[src/rtl/decode_ctrl_pipe_pkg.sv]
// Shared types and constants for the decode-control stage.
// Latency: n/a (types, constants and one pure function only).
// Backpressure: n/a.
package decode_ctrl_pipe_pkg;

  typedef enum logic [1:0] {
    RUN  = 2'd0,
    TRAP = 2'd1,
    MRET = 2'd2
  } dec_state_e;

  typedef enum logic [4:0] {
    ALU_NOP, ALU_ADD, ALU_SUB, ALU_AND, ALU_OR, ALU_XOR, ALU_SLT, ALU_SLTU,
    ALU_SLL, ALU_SRL, ALU_SRA, ALU_BEQ, ALU_BNE, ALU_BLT, ALU_BGE, ALU_BLTU,
    ALU_BGEU
  } alu_op_e;

  typedef struct packed {
    logic RegWrite;
    logic MemtoReg;
    logic PCtoReg;
  } WB_ctrl;

  // CS is the active-low memory chip select.
  typedef struct packed {
    logic MemRead;
    logic CS;
    logic branch;
    logic jump;
    logic AddtoPC;
  } M_ctrl;

  // ALUsrc: 00 register, 10 immediate, 11 PC-relative.
  typedef struct packed {
    alu_op_e    ALUop;
    logic [1:0] ALUsrc;
    logic       branch;
  } EX_ctrl;

  localparam WB_ctrl WB_DEFAULT = '{RegWrite: 1'b0, MemtoReg: 1'b0, PCtoReg: 1'b0};
  localparam M_ctrl  M_DEFAULT  = '{MemRead: 1'b0, CS: 1'b1, branch: 1'b0,
                                    jump: 1'b0, AddtoPC: 1'b0};
  localparam EX_ctrl EX_DEFAULT = '{ALUop: ALU_NOP, ALUsrc: 2'b00, branch: 1'b0};

  localparam logic [3:0] CAUSE_ILLEGAL = 4'd2;
  localparam logic [3:0] CAUSE_EBREAK  = 4'd3;
  localparam logic [3:0] CAUSE_ECALL   = 4'd11;

  localparam logic [6:0] OPC_LOAD   = 7'b0000011;
  localparam logic [6:0] OPC_OPIMM  = 7'b0010011;
  localparam logic [6:0] OPC_AUIPC  = 7'b0010111;
  localparam logic [6:0] OPC_STORE  = 7'b0100011;
  localparam logic [6:0] OPC_OP     = 7'b0110011;
  localparam logic [6:0] OPC_LUI    = 7'b0110111;
  localparam logic [6:0] OPC_BRANCH = 7'b1100011;
  localparam logic [6:0] OPC_JALR   = 7'b1100111;
  localparam logic [6:0] OPC_JAL    = 7'b1101111;
  localparam logic [6:0] OPC_SYSTEM = 7'b1110011;

  localparam logic [6:0] F7_BASE   = 7'b0000000;
  localparam logic [6:0] F7_ALT    = 7'b0100000;
  localparam logic [6:0] F7_MULDIV = 7'b0000001;

  localparam logic [31:0] INSTR_ECALL  = 32'h0000_0073;
  localparam logic [31:0] INSTR_EBREAK = 32'h0010_0073;
  localparam logic [31:0] INSTR_MRET   = 32'h3020_0073;

  // Integer ALU op from funct3; alt selects SUB for 000 and SRA for 101.
  function automatic alu_op_e alu_from_f3(input logic [2:0] f3, input logic alt);
    alu_op_e op;
    case (f3)
      3'b000:  op = alt ? ALU_SUB : ALU_ADD;
      3'b001:  op = ALU_SLL;
      3'b010:  op = ALU_SLT;
      3'b011:  op = ALU_SLTU;
      3'b100:  op = ALU_XOR;
      3'b101:  op = alt ? ALU_SRA : ALU_SRL;
      3'b110:  op = ALU_OR;
      default: op = ALU_AND;
    endcase
    return op;
  endfunction

endpackage

[src/rtl/decode_ctrl_pipe_decode_comb.sv]
// Pure RV32I(+M) decoder: instruction word to control bundles and trap class.
// Latency: combinational, zero cycles.
// Backpressure: none; the enclosing stage owns all handshaking.
module decode_ctrl_pipe_decode_comb
  import decode_ctrl_pipe_pkg::*;
#(
  parameter bit EN_M_EXT = 1'b0
) (
  input  logic [31:0] instr,
  output WB_ctrl      wb,
  output M_ctrl       m,
  output EX_ctrl      ex,
  output logic        md_valid,
  output logic [2:0]  md_op,
  output logic        is_illegal,
  output logic        is_ecall,
  output logic        is_ebreak,
  output logic        is_mret
);

  logic [6:0] opcode;
  logic [2:0] funct3;
  logic [6:0] funct7;

  assign opcode = instr[6:0];
  assign funct3 = instr[14:12];
  assign funct7 = instr[31:25];

  // Decode table with strict funct7 checks; illegal words leave bundles at don't-care defaults.
  always_comb begin
    wb         = WB_DEFAULT;
    m          = M_DEFAULT;
    ex         = EX_DEFAULT;
    md_valid   = 1'b0;
    md_op      = 3'b000;
    is_illegal = 1'b0;
    is_ecall   = 1'b0;
    is_ebreak  = 1'b0;
    is_mret    = 1'b0;
    case (opcode)
      OPC_LOAD: begin
        ex.ALUsrc   = 2'b10;
        ex.ALUop    = ALU_ADD;
        wb.RegWrite = 1'b1;
        wb.MemtoReg = 1'b1;
        m.MemRead   = 1'b1;
        m.CS        = 1'b0;
      end
      OPC_OPIMM: begin
        ex.ALUsrc   = 2'b10;
        wb.RegWrite = 1'b1;
        // Immediate ADD has no SUB form, so alt only matters for shifts.
        ex.ALUop    = alu_from_f3(funct3, (funct3 == 3'b101) && funct7[5]);
        if (funct3 == 3'b001 && funct7 != F7_BASE)
          is_illegal = 1'b1;
        if (funct3 == 3'b101 && funct7 != F7_BASE && funct7 != F7_ALT)
          is_illegal = 1'b1;
      end
      OPC_AUIPC: begin
        ex.ALUsrc   = 2'b11;
        ex.ALUop    = ALU_ADD;
        wb.RegWrite = 1'b1;
      end
      OPC_STORE: begin
        ex.ALUsrc = 2'b10;
        ex.ALUop  = ALU_ADD;
        m.CS      = 1'b0;
      end
      OPC_OP: begin
        wb.RegWrite = 1'b1;
        if (funct7 == F7_BASE) begin
          ex.ALUop = alu_from_f3(funct3, 1'b0);
        end else if (funct7 == F7_ALT && (funct3 == 3'b000 || funct3 == 3'b101)) begin
          ex.ALUop = alu_from_f3(funct3, 1'b1);
        end else if (funct7 == F7_MULDIV && EN_M_EXT) begin
          md_valid = 1'b1;
          md_op    = funct3;
        end else begin
          is_illegal = 1'b1;
        end
      end
      OPC_LUI: begin
        ex.ALUsrc   = 2'b10;
        ex.ALUop    = ALU_ADD;
        wb.RegWrite = 1'b1;
        m.CS        = 1'b0;
        m.MemRead   = 1'b1;
      end
      OPC_BRANCH: begin
        m.branch  = 1'b1;
        ex.branch = 1'b1;
        case (funct3)
          3'b000:  ex.ALUop = ALU_BEQ;
          3'b001:  ex.ALUop = ALU_BNE;
          3'b100:  ex.ALUop = ALU_BLT;
          3'b101:  ex.ALUop = ALU_BGE;
          3'b110:  ex.ALUop = ALU_BLTU;
          3'b111:  ex.ALUop = ALU_BGEU;
          default: is_illegal = 1'b1;
        endcase
      end
      OPC_JALR: begin
        m.jump      = 1'b1;
        m.AddtoPC   = 1'b1;
        ex.ALUsrc   = 2'b10;
        ex.ALUop    = ALU_ADD;
        wb.RegWrite = 1'b1;
        wb.PCtoReg  = 1'b1;
      end
      OPC_JAL: begin
        m.jump      = 1'b1;
        ex.ALUsrc   = 2'b11;
        ex.ALUop    = ALU_ADD;
        wb.RegWrite = 1'b1;
        wb.PCtoReg  = 1'b1;
      end
      OPC_SYSTEM: begin
        // Only the three exact encodings are supported; no CSR access here.
        if (instr == INSTR_ECALL)       is_ecall   = 1'b1;
        else if (instr == INSTR_EBREAK) is_ebreak  = 1'b1;
        else if (instr == INSTR_MRET)   is_mret    = 1'b1;
        else                            is_illegal = 1'b1;
      end
      default: begin
        // The all-zero word is a pipeline bubble, not an illegal opcode.
        if (instr != 32'h0) is_illegal = 1'b1;
      end
    endcase
  end

endmodule

[src/rtl/decode_ctrl_pipe.sv]
// Decode stage: one-entry output register, trap/MRET request FSM, illegal counter.
// Latency: one cycle from accept to decoded bundle on the outputs.
// Backpressure: instr_ready drops while the held entry is not drained, a trap/MRET is pending, or flush is high.
module decode_ctrl_pipe
  import decode_ctrl_pipe_pkg::*;
#(
  parameter bit EN_M_EXT = 1'b0,
  parameter int CNT_W    = 8
) (
  input  logic             clk,
  input  logic             rst_n,
  input  logic             flush,
  input  logic             instr_valid,
  input  logic [31:0]      instr,
  output logic             instr_ready,
  output WB_ctrl           WB,
  output M_ctrl            M,
  output EX_ctrl           EX,
  output logic             md_valid,
  output logic [2:0]       md_op,
  output logic             out_valid,
  input  logic             out_ready,
  output logic             trap_req,
  output logic [3:0]       trap_cause,
  output logic             mret_req,
  input  logic             trap_ack,
  output logic [CNT_W-1:0] illegal_cnt
);

  dec_state_e state, state_nxt;

  WB_ctrl     d_wb;
  M_ctrl      d_m;
  EX_ctrl     d_ex;
  logic       d_md_valid;
  logic [2:0] d_md_op;
  logic       d_illegal, d_ecall, d_ebreak, d_mret;

  logic accept, raise_trap, enter_mret, load;

  decode_ctrl_pipe_decode_comb #(
    .EN_M_EXT (EN_M_EXT)
  ) u_dec (
    .instr      (instr),
    .wb         (d_wb),
    .m          (d_m),
    .ex         (d_ex),
    .md_valid   (d_md_valid),
    .md_op      (d_md_op),
    .is_illegal (d_illegal),
    .is_ecall   (d_ecall),
    .is_ebreak  (d_ebreak),
    .is_mret    (d_mret)
  );

  assign accept     = instr_valid && instr_ready;
  assign raise_trap = accept && (d_illegal || d_ecall || d_ebreak);
  assign enter_mret = accept && d_mret;
  assign load       = accept && !(d_illegal || d_ecall || d_ebreak || d_mret);

  // FSM state register; reset aborts any pending trap or MRET.
  always_ff @(posedge clk) begin
    if (!rst_n) state <= RUN;
    else        state <= state_nxt;
  end

  // FSM next state: flush dominates, ack releases, system/illegal accepts enter a pending state.
  always_comb begin
    state_nxt = state;
    if (flush) begin
      state_nxt = RUN;
    end else begin
      case (state)
        RUN: begin
          if (raise_trap)      state_nxt = TRAP;
          else if (enter_mret) state_nxt = MRET;
        end
        TRAP, MRET: begin
          if (trap_ack) state_nxt = RUN;
        end
        default: state_nxt = RUN;
      endcase
    end
  end

  // FSM outputs: the request lines are decoded straight from the registered state.
  always_comb begin
    instr_ready = (state == RUN) && (!out_valid || out_ready) && !flush;
    trap_req    = (state == TRAP);
    mret_req    = (state == MRET);
  end

  // Output register: load on a legal accept, otherwise drain; flush only kills the valid.
  always_ff @(posedge clk) begin
    if (!rst_n) begin
      out_valid <= 1'b0;
      WB        <= WB_DEFAULT;
      M         <= M_DEFAULT;
      EX        <= EX_DEFAULT;
      md_valid  <= 1'b0;
      md_op     <= 3'b000;
    end else if (flush) begin
      out_valid <= 1'b0;
    end else if (load) begin
      out_valid <= 1'b1;
      WB        <= d_wb;
      M         <= d_m;
      EX        <= d_ex;
      md_valid  <= d_md_valid;
      md_op     <= d_md_op;
    end else if (out_ready) begin
      out_valid <= 1'b0;
    end
  end

  // Trap cause latches with the trap; it is left in place after ack or flush.
  always_ff @(posedge clk) begin
    if (!rst_n) begin
      trap_cause <= 4'd0;
    end else if (raise_trap) begin
      if (d_illegal)     trap_cause <= CAUSE_ILLEGAL;
      else if (d_ebreak) trap_cause <= CAUSE_EBREAK;
      else               trap_cause <= CAUSE_ECALL;
    end
  end

  // Saturating count of accepted illegal instructions; flushed offers never reach accept.
  always_ff @(posedge clk) begin
    if (!rst_n) begin
      illegal_cnt <= '0;
    end else if (accept && d_illegal && illegal_cnt != '1) begin
      illegal_cnt <= illegal_cnt + CNT_W'(1);
    end
  end

endmodule

[config.mk]
export PLATFORM = sky130hd
export DESIGN_NAME = decode_ctrl_pipe
export DESIGN_NICKNAME = d
export VERILOG_FILES = /design/src/rtl/decode_ctrl_pipe_pkg.sv /design/src/rtl/decode_ctrl_pipe_decode_comb.sv /design/src/rtl/decode_ctrl_pipe.sv
export SDC_FILE = /design/constraint.sdc
export NUM_CORES = 1
export LEC_CHECK = 0
export CAP_MARGIN = 10
export CORE_ASPECT_RATIO = 0.75
export CORE_MARGIN = 2
export CORE_UTILIZATION = 45
export DETAILED_ROUTE_END_ITERATION = 8
export PLACE_DENSITY = 0.81
export SYNTH_ARGS = -nofsm -noshare
export SYNTH_HDL_FRONTEND = slang
export SYNTH_SLANG_ARGS = --single-unit
[constraint.sdc]
create_clock -name clk -period 3.7 [get_ports clk]
set_input_delay 1.11 -clock clk [delete_from_list [all_inputs] [get_ports clk]]
set_output_delay 1.11 -clock clk [all_outputs]
set_load 0.1 [all_outputs]
==> impl_metrics.env, run 1 <==
export IMPL_gpl_final_weighted_congestion=0.970
export IMPL_routed_via_density=5.54
export IMPL_p_clk_share_pct=27.7
export IMPL_dr_first_iter_drc_count=150
export IMPL_chipWidth_um=80.6
export IMPL_setup_tns_ns=0
export IMPL_yosysWarnings=0
export IMPL_timing_slew_headroom_pct=50.3
export IMPL_area_of_all_placed_cells_without_fillers_um2=2750
export IMPL_worst_ep_required_time_ns=3.84
export IMPL_cts_hold_buf=0
export IMPL_cts_clk_slew_worst_paths_ns=0.09
export IMPL_mappedNetlistArea_um2=1980
export IMPL_rows=20
export IMPL_numPortBuffers=68
export IMPL_worst_reg_to_reg_cells=7
export IMPL_outcome="finished clean"
export IMPL_cts_made_buffers=3
export IMPL_final_min_clock_period_ns=3.38
export IMPL_drt_drc_violations_left=0
export IMPL_post_route_util_pct=66.6
export IMPL_switchingPower_uw=210
export IMPL_postSynth_topFlopCell="sky130_fd_sc_hd__dfxtp_1"
export IMPL_postSynthCellCount=243
export IMPL_cts_htree_levels=1
export IMPL_postcts_resize_cnt=0
export IMPL_cts_post_setup_buffers_inserted=0
export IMPL_antenna_cells=0
export IMPL_mostFrequentLayoutCell="sky130_fd_sc_hd__buf_4"
export IMPL_path_class="in -> reg"
export IMPL_critical_path_top_cell_by_count="sky130_fd_sc_hd__nor4_4"
export IMPL_area_delta_synth_final_pct=38.9
export IMPL_drt_pre_antenna_iters=4
export IMPL_clock_insertion_delay_worst_skew_ns=0.27
export IMPL_critPathMaxStageDelay_ns=0.57
export IMPL_crit_path_end_kind="flop"
export IMPL_hold_path_class="reg -> reg"
export IMPL_comb_power_share_pct=27.5
export IMPL_drive_gt1_share_pct=23.4
export IMPL_setup_viol=0
export IMPL_cp_cell_sequence="clkdlybuf4s50_1 -> or4_4 -> nand3b_4 -> nor4_4 -> o21ai_2 -> nor4_4 -> buf_4 -> mux2i_1 -> nor2_1"
export IMPL_crit_path_top_delay_cell="sky130_fd_sc_hd__or4_4"
export IMPL_sw_frac_of_total_pct=30.7
export IMPL_synth_top_cell_by_area="sky130_fd_sc_hd__dfxtp_1"
export IMPL_initial_core_util_pct=48.0
export IMPL_grt_start_max_net_pins=23
export IMPL_final_hold_viol_count=0
export IMPL_postRouteWirelength_um=5300
export IMPL_worstMarginPinSlew_ns=0.745
export IMPL_path_max_fanout=6
export IMPL_synth_enable_flop_cells=0
export IMPL_hold_path_cell_cnt=2
export IMPL_route_vias_total=2077
export IMPL_synth_sequential_area_ratio_pct=28.3
export IMPL_placed_instance_area_um2=2700
export IMPL_synthDominantCellAreaShare_pct=28.3
export IMPL_global_route_usage_total_pct=22.3
export IMPL_first_global_vias=1915
export IMPL_yosys_register_bits=28
export IMPL_synth_cell_types=61
export IMPL_root_buffer="sky130_fd_sc_hd__clkbuf_8"
export IMPL_die_height_um=61.5
export IMPL_grt_antenna_before_repair=0
export IMPL_critical_path_top_delay_family="simple AND/OR/NAND/NOR gates"
export IMPL_nets_finish=363
export IMPL_finalMaxSlewViolations=0
export IMPL_power_density_nw_per_um2=249
export IMPL_asyncSetResetFlopFracSynth_pct=0
export IMPL_final_cell_mix="50 x sky130_fd_sc_hd__buf_4, 37 x sky130_fd_sc_hd__clkdlybuf4s50_1, 30 x sky130_fd_sc_hd__nor2_1"
export IMPL_final_antenna_net_count=0
export IMPL_worst_clock_skew_ns=0.00137
export IMPL_seqPwrFrac_pct=44.8
export IMPL_power_internal_uw=475
export IMPL_tritoncts_num_sinks=28
export IMPL_grt_first_pass_wirelength_um=8590
export IMPL_critical_path_arrival_ns=3.52
export IMPL_grt_setup_unrepaired="false"
export IMPL_synth_area_leaders="sky130_fd_sc_hd__dfxtp_1 28%, sky130_fd_sc_hd__nor2_1 5.7%, sky130_fd_sc_hd__a21oi_1 5.3%, sky130_fd_sc_hd__mux2i_1 5.1%, sky130_fd_sc_hd__o31ai_1 3.0%"
export IMPL_timing_critical_path_depth=9
export IMPL_maxCapViolCount=0
export IMPL_cts_tree="yes"
export IMPL_detail_route_wl_per_cell_um=14.1
export IMPL_cellLeakagePower_uw=0.00109
export IMPL_floorplan_core_area_um2=4130
export IMPL_achievable_frequency_mhz=296
export IMPL_post_synth_cell_area_avg_um2=8.15
export IMPL_final_min_period_over_clock_period_pct=91.3
export IMPL_die_area_um2=4950
export IMPL_worstSetupStartpointType="input pin"
export IMPL_dp_final_hpwl_um=4280
export IMPL_worst_ir_drop_vdd_mv=0.150
export IMPL_grt_overflow_total=0
export IMPL_path_buf_inv=2
export IMPL_design_portCount=74
export IMPL_clockBufferDepth=2
[state kept, by name, summed over array words and instances, names as in the netlist]
register and cells:
EX 8, M 4, WB 2, illegal_cnt 8, out_valid 1, state 2
trap_cause 3
[cell type report]
| class | instances | area [µm²] |
|---|---|---|
| inverter | 7 | 26.3 |
| multi-input combinational | 193 | 1270 |
| timing repair buffer | 88 | 766 |
| fill | 373 | 1380 |
| sequential | 28 | 561 |
| clock buffer | 4 | 55.1 |
| tap | 55 | 68.8 |
[per-layer routing]
layer	wire, µm	share of wire (%)	global-route usage [%]	up-vias
met1	2440	46	30.3	955
met3	389	7.3	5.28	2
met2	2450	46	36.8	78
li1	-	-	-	1042
met5	0	0	0	-
met4	28	0.53	4.36	0
[power groups by stage]
stage / sequential [µW] / combinational, µW / clock (µW)
global route: 308 / 200 / 204
CTS: 307 / 187 / 196
floorplan: 335 / 95.1 / 0
detailed placement: 314 / 187 / 0
global placement: 314 / 185 / 0
finish: 307 / 188 / 190
[Yosys cell counts, types with 2 or more instances]
cell type	count
sky130_fd_sc_hd__a211oi_2	3
sky130_fd_sc_hd__a21oi_1	21
sky130_fd_sc_hd__a31oi_1	2
sky130_fd_sc_hd__a32oi_1	2
sky130_fd_sc_hd__and2_1	2
sky130_fd_sc_hd__and3_1	3
sky130_fd_sc_hd__buf_2	4
sky130_fd_sc_hd__buf_4	7
sky130_fd_sc_hd__buf_6	4
sky130_fd_sc_hd__clkbuf_1	3
sky130_fd_sc_hd__dfxtp_1	28
sky130_fd_sc_hd__ha_1	4
sky130_fd_sc_hd__inv_1	7
sky130_fd_sc_hd__mux2i_1	10
sky130_fd_sc_hd__nand2_1	15
sky130_fd_sc_hd__nand2b_1	3
sky130_fd_sc_hd__nand3_1	9
sky130_fd_sc_hd__nor2_1	30
sky130_fd_sc_hd__nor2b_1	9
sky130_fd_sc_hd__nor3_1	11
sky130_fd_sc_hd__nor3b_1	2
sky130_fd_sc_hd__nor4_1	4
sky130_fd_sc_hd__nor4_4	2
sky130_fd_sc_hd__o211a_1	2
sky130_fd_sc_hd__o21ai_0	6
sky130_fd_sc_hd__o31ai_1	8
sky130_fd_sc_hd__or2_2	3
sky130_fd_sc_hd__or4_1	6
[worst paths after layout]
check	start	endpoint	slack (ns)
min reg2reg	trap_cause[1]$_SDFFE_PN0P_	trap_cause[1]$_SDFFE_PN0P_	0.46
max reg2reg	state[1]$_SDFFE_PP0P_	illegal_cnt[4]$_SDFFE_PN0P_	1.35
min	trap_cause[1]$_SDFFE_PN0P_	trap_cause[1]$_SDFFE_PN0P_	0.46
max	instr[25]	WB[1]$_SDFFE_PN0P_	0.32
[tightest hold or removal path, cell delays in order, from the launching register on]
cell                      delay [ns]
sky130_fd_sc_hd__dfxtp_1        0.32
sky130_fd_sc_hd__inv_1          0.05
sky130_fd_sc_hd__a21oi_1        0.05
[cells by family (layout without fill, tap and decap cells)]
family | count (synthesis) | count (layout) | synth area share [%]
fa+ha+maj | 4 | 4 | 2.53
other cells | 1 | 5 | 0.189
simple gates | 115 | 115 | 35.1
mux | 10 | 10 | 5.05
flops | 28 | 28 | 28.3
compound gates | 58 | 58 | 20.0
xor+xnor | 1 | 1 | 0.442
buf+inv | 26 | 99 | 8.34
[stage by stage]
step                      total power (µW)  setup WS, ns  std cells  hold WS (ns)
after floorplan                        430        0.0413        247         0.479
after global placement                 499        0.0939        371         0.442
after detailed placement               501        0.0223        371         0.445
after CTS                              690         0.320        375         0.461
after global routing                   712         0.250        375         0.476
final                                  685         0.324        375         0.459
(Power assumes the default switching activity.)
==> run 2: changes to the inputs <==
--- a/config.mk
+++ b/config.mk
@@ -10,7 +10,7 @@
 export CORE_MARGIN = 2
 export CORE_UTILIZATION = 45
 export DETAILED_ROUTE_END_ITERATION = 8
-export PLACE_DENSITY = 0.81
+export PLACE_DENSITY = 0.91
 export SYNTH_ARGS = -nofsm -noshare
 export SYNTH_HDL_FRONTEND = slang
 export SYNTH_SLANG_ARGS = --single-unit
==> impl_metrics.env, run 2 (same netlist as run 1, synthesis figures left out) <==
export IMPL_mostFrequentLayoutCell="sky130_fd_sc_hd__buf_4"
export IMPL_timing_slew_headroom_pct=51.6
export IMPL_drt_drc_violations_left=0
export IMPL_finalMaxSlewViolations=0
export IMPL_outcome="finished clean"
export IMPL_die_area_um2=4950
export IMPL_cts_clk_slew_worst_paths_ns=0.10
export IMPL_floorplan_core_area_um2=4130
export IMPL_biggestRegsByFlops="EX (8), illegal_cnt (8), M (4)"
export IMPL_drive_gt1_share_pct=22.5
export IMPL_grt_first_pass_wirelength_um=9040
export IMPL_maxCapViolCount=0
export IMPL_antenna_cells=0
export IMPL_power_uw=738
export IMPL_setup_tns_ns=0
export IMPL_placed_cells_incl_taps=367
export IMPL_cts_hold_buf=0
export IMPL_detail_route_wl_per_cell_um=14.8
export IMPL_final_min_period_over_clock_period_pct=92.2
export IMPL_worstSetupStartpointType="input pin"
export IMPL_power_density_nw_per_um2=268
export IMPL_tritoncts_num_sinks=28
export IMPL_setup_viol=0
export IMPL_grt_start_max_net_pins=23
export IMPL_worst_ep_required_time_ns=3.86
export IMPL_grt_overflow_total=0
export IMPL_cellLeakagePower_uw=0.00108
export IMPL_worst_clock_skew_ns=0.00755
export IMPL_achievable_frequency_mhz=293
export IMPL_post_route_util_pct=66.6
export IMPL_clockBufferDepth=2
export IMPL_grt_setup_unrepaired="false"
export IMPL_cts_made_buffers=3
export IMPL_grt_antenna_before_repair=0
export IMPL_drt_pre_antenna_iters=5
export IMPL_gpl_final_weighted_congestion=0.990
export IMPL_cts_post_setup_buffers_inserted=0
export IMPL_dr_first_iter_drc_count=143
export IMPL_final_hold_viol_count=0
export IMPL_global_route_usage_total_pct=23.2
export IMPL_cts_tree="yes"
export IMPL_root_buffer="sky130_fd_sc_hd__clkbuf_8"
export IMPL_final_min_clock_period_ns=3.41
export IMPL_crit_path_end_kind="flop"
export IMPL_critical_path_arrival_ns=3.58
export IMPL_first_global_vias=1952
export IMPL_path_max_fanout=12
export IMPL_area_delta_synth_final_pct=38.9
export IMPL_worstMarginPinSlew_ns=0.725
export IMPL_path_class="in -> reg"
export IMPL_post_route_worst_setup_slack_ns=0.288
export IMPL_design_portCount=74
export IMPL_worst_ir_drop_vdd_mv=0.211
export IMPL_chipWidth_um=80.6
export IMPL_rows=20
export IMPL_final_cell_mix="45 x sky130_fd_sc_hd__buf_4, 37 x sky130_fd_sc_hd__clkdlybuf4s50_1, 30 x sky130_fd_sc_hd__nor2_1"
export IMPL_postcts_resize_cnt=0
export IMPL_route_vias_total=2137
export IMPL_routed_via_density=5.76
export IMPL_nets_finish=359
export IMPL_clock_insertion_delay_worst_skew_ns=0.28
export IMPL_cts_htree_levels=1
export IMPL_hold_path_class="reg -> reg"
export IMPL_numPortBuffers=68
export IMPL_final_antenna_net_count=0
export IMPL_die_height_um=61.5
export IMPL_detailedPlace_worstSlack_ns=0.0579
export IMPL_fin_cells=371
export IMPL_dp_final_hpwl_um=4430
export IMPL_postRouteWirelength_um=5480
export IMPL_initial_core_util_pct=48.0
run 2: cell count changes in the layout (fill, tap and decap cells not counted):
cell                        delta
sky130_fd_sc_hd__buf_4         -5
sky130_fd_sc_hd__buf_12        +1
sky130_fd_sc_hd__bufinv_16     +1
sky130_fd_sc_hd__clkbuf_8      -1
run 2: where the power goes:
part / total [µW] / leakage [µW] / switching (µW) / internal [µW]
Sequential: 307 / 0.000226 / 2.89 / 305
Clock: 242 / 0.0000357 / 97.4 / 145
Combinational: 188 / 0.000818 / 114 / 74.1
run 2: final timing paths:
path,from,end,cells after the start,slack [ns]
min reg2reg,trap_cause[1]$_SDFFE_PN0P_,trap_cause[1]$_SDFFE_PN0P_,2,0.47
max reg2reg,state[1]$_SDFFE_PP0P_,illegal_cnt[5]$_SDFFE_PN0P_,7,1.36
max,instr[12],M[3]$_SDFFE_PN1P_,9,0.29
min,trap_cause[1]$_SDFFE_PN0P_,trap_cause[1]$_SDFFE_PN0P_,2,0.47
run 2: layout make-up:
class                           count  area [µm²]
Tap cell                           55        68.8
Clock inverter                      1        30.0
Timing Repair Buffer               84         748
Inverter                            7        26.3
Sequential cell                    28         561
Clock buffer                        3        41.3
Fill cell                         326        1380
Multi-Input combinational cell    193        1270
run 2: per-stage QoR:
stage	instance area, µm²	hold slack, ns
after floorplan	2000	0.479
after CTS	2750	0.468
final	2750	0.473
after global routing	2750	0.485
after detailed placement	2680	0.446
after global placement	2680	0.444
run 2: per-layer routing:
layer  part of all wire, %  global-route usage [%]  up-vias
met5                     0                       0        -
met4                  0.77                    5.33        0
met3                   9.5                    4.99        4
met2                    47                    38.6      108
met1                    43                    31.3      995
li1                      -                       -     1030
run 2: critical path: stages:
cell	delay (ns)
sky130_fd_sc_hd__clkdlybuf4s50_1	0.55
sky130_fd_sc_hd__nor4_1	0.47
sky130_fd_sc_hd__nand2_1	0.19
sky130_fd_sc_hd__nor4_4	0.29
sky130_fd_sc_hd__o21ai_2	0.15
sky130_fd_sc_hd__nor4_4	0.26
sky130_fd_sc_hd__buf_4	0.25
sky130_fd_sc_hd__mux2i_1	0.23
sky130_fd_sc_hd__nand2_1	0.07
==> run 3: changes to the inputs <==
--- a/config.mk
+++ b/config.mk
@@ -11,6 +11,7 @@
 export CORE_UTILIZATION = 45
 export DETAILED_ROUTE_END_ITERATION = 8
 export PLACE_DENSITY = 0.91
+export SETUP_SLACK_MARGIN = 0.5
 export SYNTH_ARGS = -nofsm -noshare
 export SYNTH_HDL_FRONTEND = slang
 export SYNTH_SLANG_ARGS = --single-unit
==> impl_metrics.env, run 3 (same netlist as run 1, synthesis figures left out) <==
export IMPL_outcome="finished clean"
export IMPL_num_fill_cells=333
export IMPL_final_min_clock_period_ns=3.20
export IMPL_worst_ep_required_time_ns=3.85
export IMPL_cts_htree_levels=1
export IMPL_antenna_cells=0
export IMPL_global_route_usage_total_pct=24.7
export IMPL_rows=20
export IMPL_drt_drc_violations_left=0
export IMPL_seqPwrFrac_pct=43.5
export IMPL_crit_path_end_kind="flop"
export IMPL_cts_tree="yes"
export IMPL_hold_path_class="reg -> reg"
export IMPL_worstSetupStartpointType="input pin"
export IMPL_design_portCount=74
export IMPL_mostFrequentLayoutCell="sky130_fd_sc_hd__buf_4"
export IMPL_clockBufferDepth=2
export IMPL_critical_path_arrival_ns=3.35
export IMPL_timing_slew_headroom_pct=48.0
export IMPL_comb_power_share_pct=28.4
export IMPL_critical_path_endpoint="EX[1]$_SDFFE_PN0P_"
export IMPL_nets_finish=366
export IMPL_routed_via_density=5.89
export IMPL_setup_tns_ns=0
export IMPL_dr_first_iter_drc_count=141
export IMPL_initial_core_util_pct=48.0
export IMPL_biggestRegsByFlops="EX (8), illegal_cnt (8), M (4)"
export IMPL_die_height_um=61.5
export IMPL_worst_r2r_startpoint="state[1]$_SDFFE_PP0P_"
export IMPL_final_antenna_net_count=0
export IMPL_grt_overflow_total=0
export IMPL_cellLeakagePower_uw=0.00118
export IMPL_sw_frac_of_total_pct=32.8
export IMPL_grt_start_max_net_pins=23
export IMPL_multi_input_area_um2=1400
export IMPL_detail_route_wl_per_cell_um=17.2
export IMPL_cts_made_buffers=3
export IMPL_die_area_um2=4950
export IMPL_drt_pre_antenna_iters=5
export IMPL_path_class="in -> reg"
export IMPL_finalMaxSlewViolations=0
export IMPL_cts_clk_slew_worst_paths_ns=0.10
export IMPL_rr_endpoint="EX[1]$_SDFFE_PN0P_"
export IMPL_grt_first_pass_wirelength_um=9300
export IMPL_crit_start="instr[29]"
export IMPL_cts_hold_buf=0
export IMPL_chipWidth_um=80.6
export IMPL_power_density_nw_per_um2=243
export IMPL_worst_reg_to_reg_cells=9
export IMPL_area_delta_synth_final_pct=47.1
export IMPL_grt_antenna_before_repair=0
export IMPL_final_cell_mix="50 x sky130_fd_sc_hd__buf_4, 29 x sky130_fd_sc_hd__nor2_1, 28 x sky130_fd_sc_hd__dfxtp_1"
export IMPL_p_clk_share_pct=28.2
export IMPL_tritoncts_num_sinks=28
export IMPL_first_global_vias=1939
export IMPL_final_hold_viol_count=0
export IMPL_postRouteWirelength_um=6510
export IMPL_regToRegSetupSlack_ns=1.44
export IMPL_achievable_frequency_mhz=313
export IMPL_route_vias_total=2227
export IMPL_post_route_worst_setup_slack_ns=0.501
export IMPL_power_internal_uw=476
export IMPL_detailedPlace_worstSlack_ns=0.0980
export IMPL_dp_final_hpwl_um=4460
export IMPL_floorplan_core_area_um2=4130
export IMPL_clock_insertion_delay_worst_skew_ns=0.28
export IMPL_worst_clock_skew_ns=0.00446
export IMPL_layout_area_seq_um2=561
export IMPL_drive_gt1_share_pct=30.3
export IMPL_gpl_final_weighted_congestion=0.947
export IMPL_maxCapViolCount=0
export IMPL_numPortBuffers=68
export IMPL_root_buffer="sky130_fd_sc_hd__clkbuf_8"
export IMPL_setup_viol=0
export IMPL_switchingPower_uw=232
export IMPL_grt_setup_unrepaired="true"
export IMPL_worst_ir_drop_vdd_mv=0.193
export IMPL_path_max_fanout=4
export IMPL_worstMarginPinSlew_ns=0.779
export IMPL_final_min_period_over_clock_period_pct=86.5
-- run 3: cell type report --
type                    instances  share of cell area (%)
multi-input cells             193                    47.9
flip-flops and latches         28                    19.2
inverters                       7                   0.902
well taps                      55                    2.36
repair buffers                 91                    27.7
clock buffers                   4                    1.89
-- run 3: power by group through the flow --
stage / Sequential (µW) / Combinational, µW / Clock (µW)
after floorplan: 335 / 97.7 / 0
after global placement: 314 / 185 / 0
after detailed placement: 314 / 187 / 0
after CTS: 307 / 190 / 200
after global routing: 308 / 210 / 211
final: 307 / 201 / 199
-- run 3: worst min path at each step --
stage                                     from  slack (ns)                    endpoint  cells after the start
floorplan                state[1]$_SDFFE_PP0P_        0.48       state[1]$_SDFFE_PP0P_                      2
global placement    trap_cause[1]$_SDFFE_PN0P_        0.44  trap_cause[1]$_SDFFE_PN0P_                      2
detailed placement  trap_cause[1]$_SDFFE_PN0P_        0.45  trap_cause[1]$_SDFFE_PN0P_                      2
CTS                 trap_cause[1]$_SDFFE_PN0P_        0.48  trap_cause[1]$_SDFFE_PN0P_                      2
global route        trap_cause[1]$_SDFFE_PN0P_        0.49  trap_cause[1]$_SDFFE_PN0P_                      2
finish              trap_cause[1]$_SDFFE_PN0P_        0.48  trap_cause[1]$_SDFFE_PN0P_                      2
-- run 3: timing repair --
item | 4_1_cts | 5_1_grt
endpoints found under the setup margin | 23 | 24
gates resized for setup | 19 | 25
gates cloned | 1 | 0
setup buffers | 4 | 3
pin swaps | 6 | 10
-- run 3: stage by stage --
stage               instance area (µm²)  total power [µW]  cells  hold WS, ns  utilization (%)
detailed placement                 2690               502    366        0.455             65.0
global route                       2910               729    378        0.488             70.5
global placement                   2690               499    366        0.445             65.0
finish                             2910               707    378        0.477             70.5
floorplan                          2020               433    247        0.479                -
CTS                                2820               697    375        0.478             68.3
-- run 3: per-layer routing --
layer	vias up	global-route usage [%]	wire (µm)
li1	1045	-	-
met1	1050	31.8	2780
met2	117	44.3	3180
met3	15	4.25	460
met4	0	5.08	93
met5	-	0	0
-- run 3: critical path, stage by stage --
cell                              delay [ns]
sky130_fd_sc_hd__clkdlybuf4s50_1        0.50
sky130_fd_sc_hd__or2_2                  0.36
sky130_fd_sc_hd__nor2_1                 0.20
sky130_fd_sc_hd__a21oi_1                0.10
sky130_fd_sc_hd__o211a_2                0.32
sky130_fd_sc_hd__nor4_4                 0.29
sky130_fd_sc_hd__buf_4                  0.23
sky130_fd_sc_hd__mux2i_1                0.19
sky130_fd_sc_hd__nor2_1                 0.05
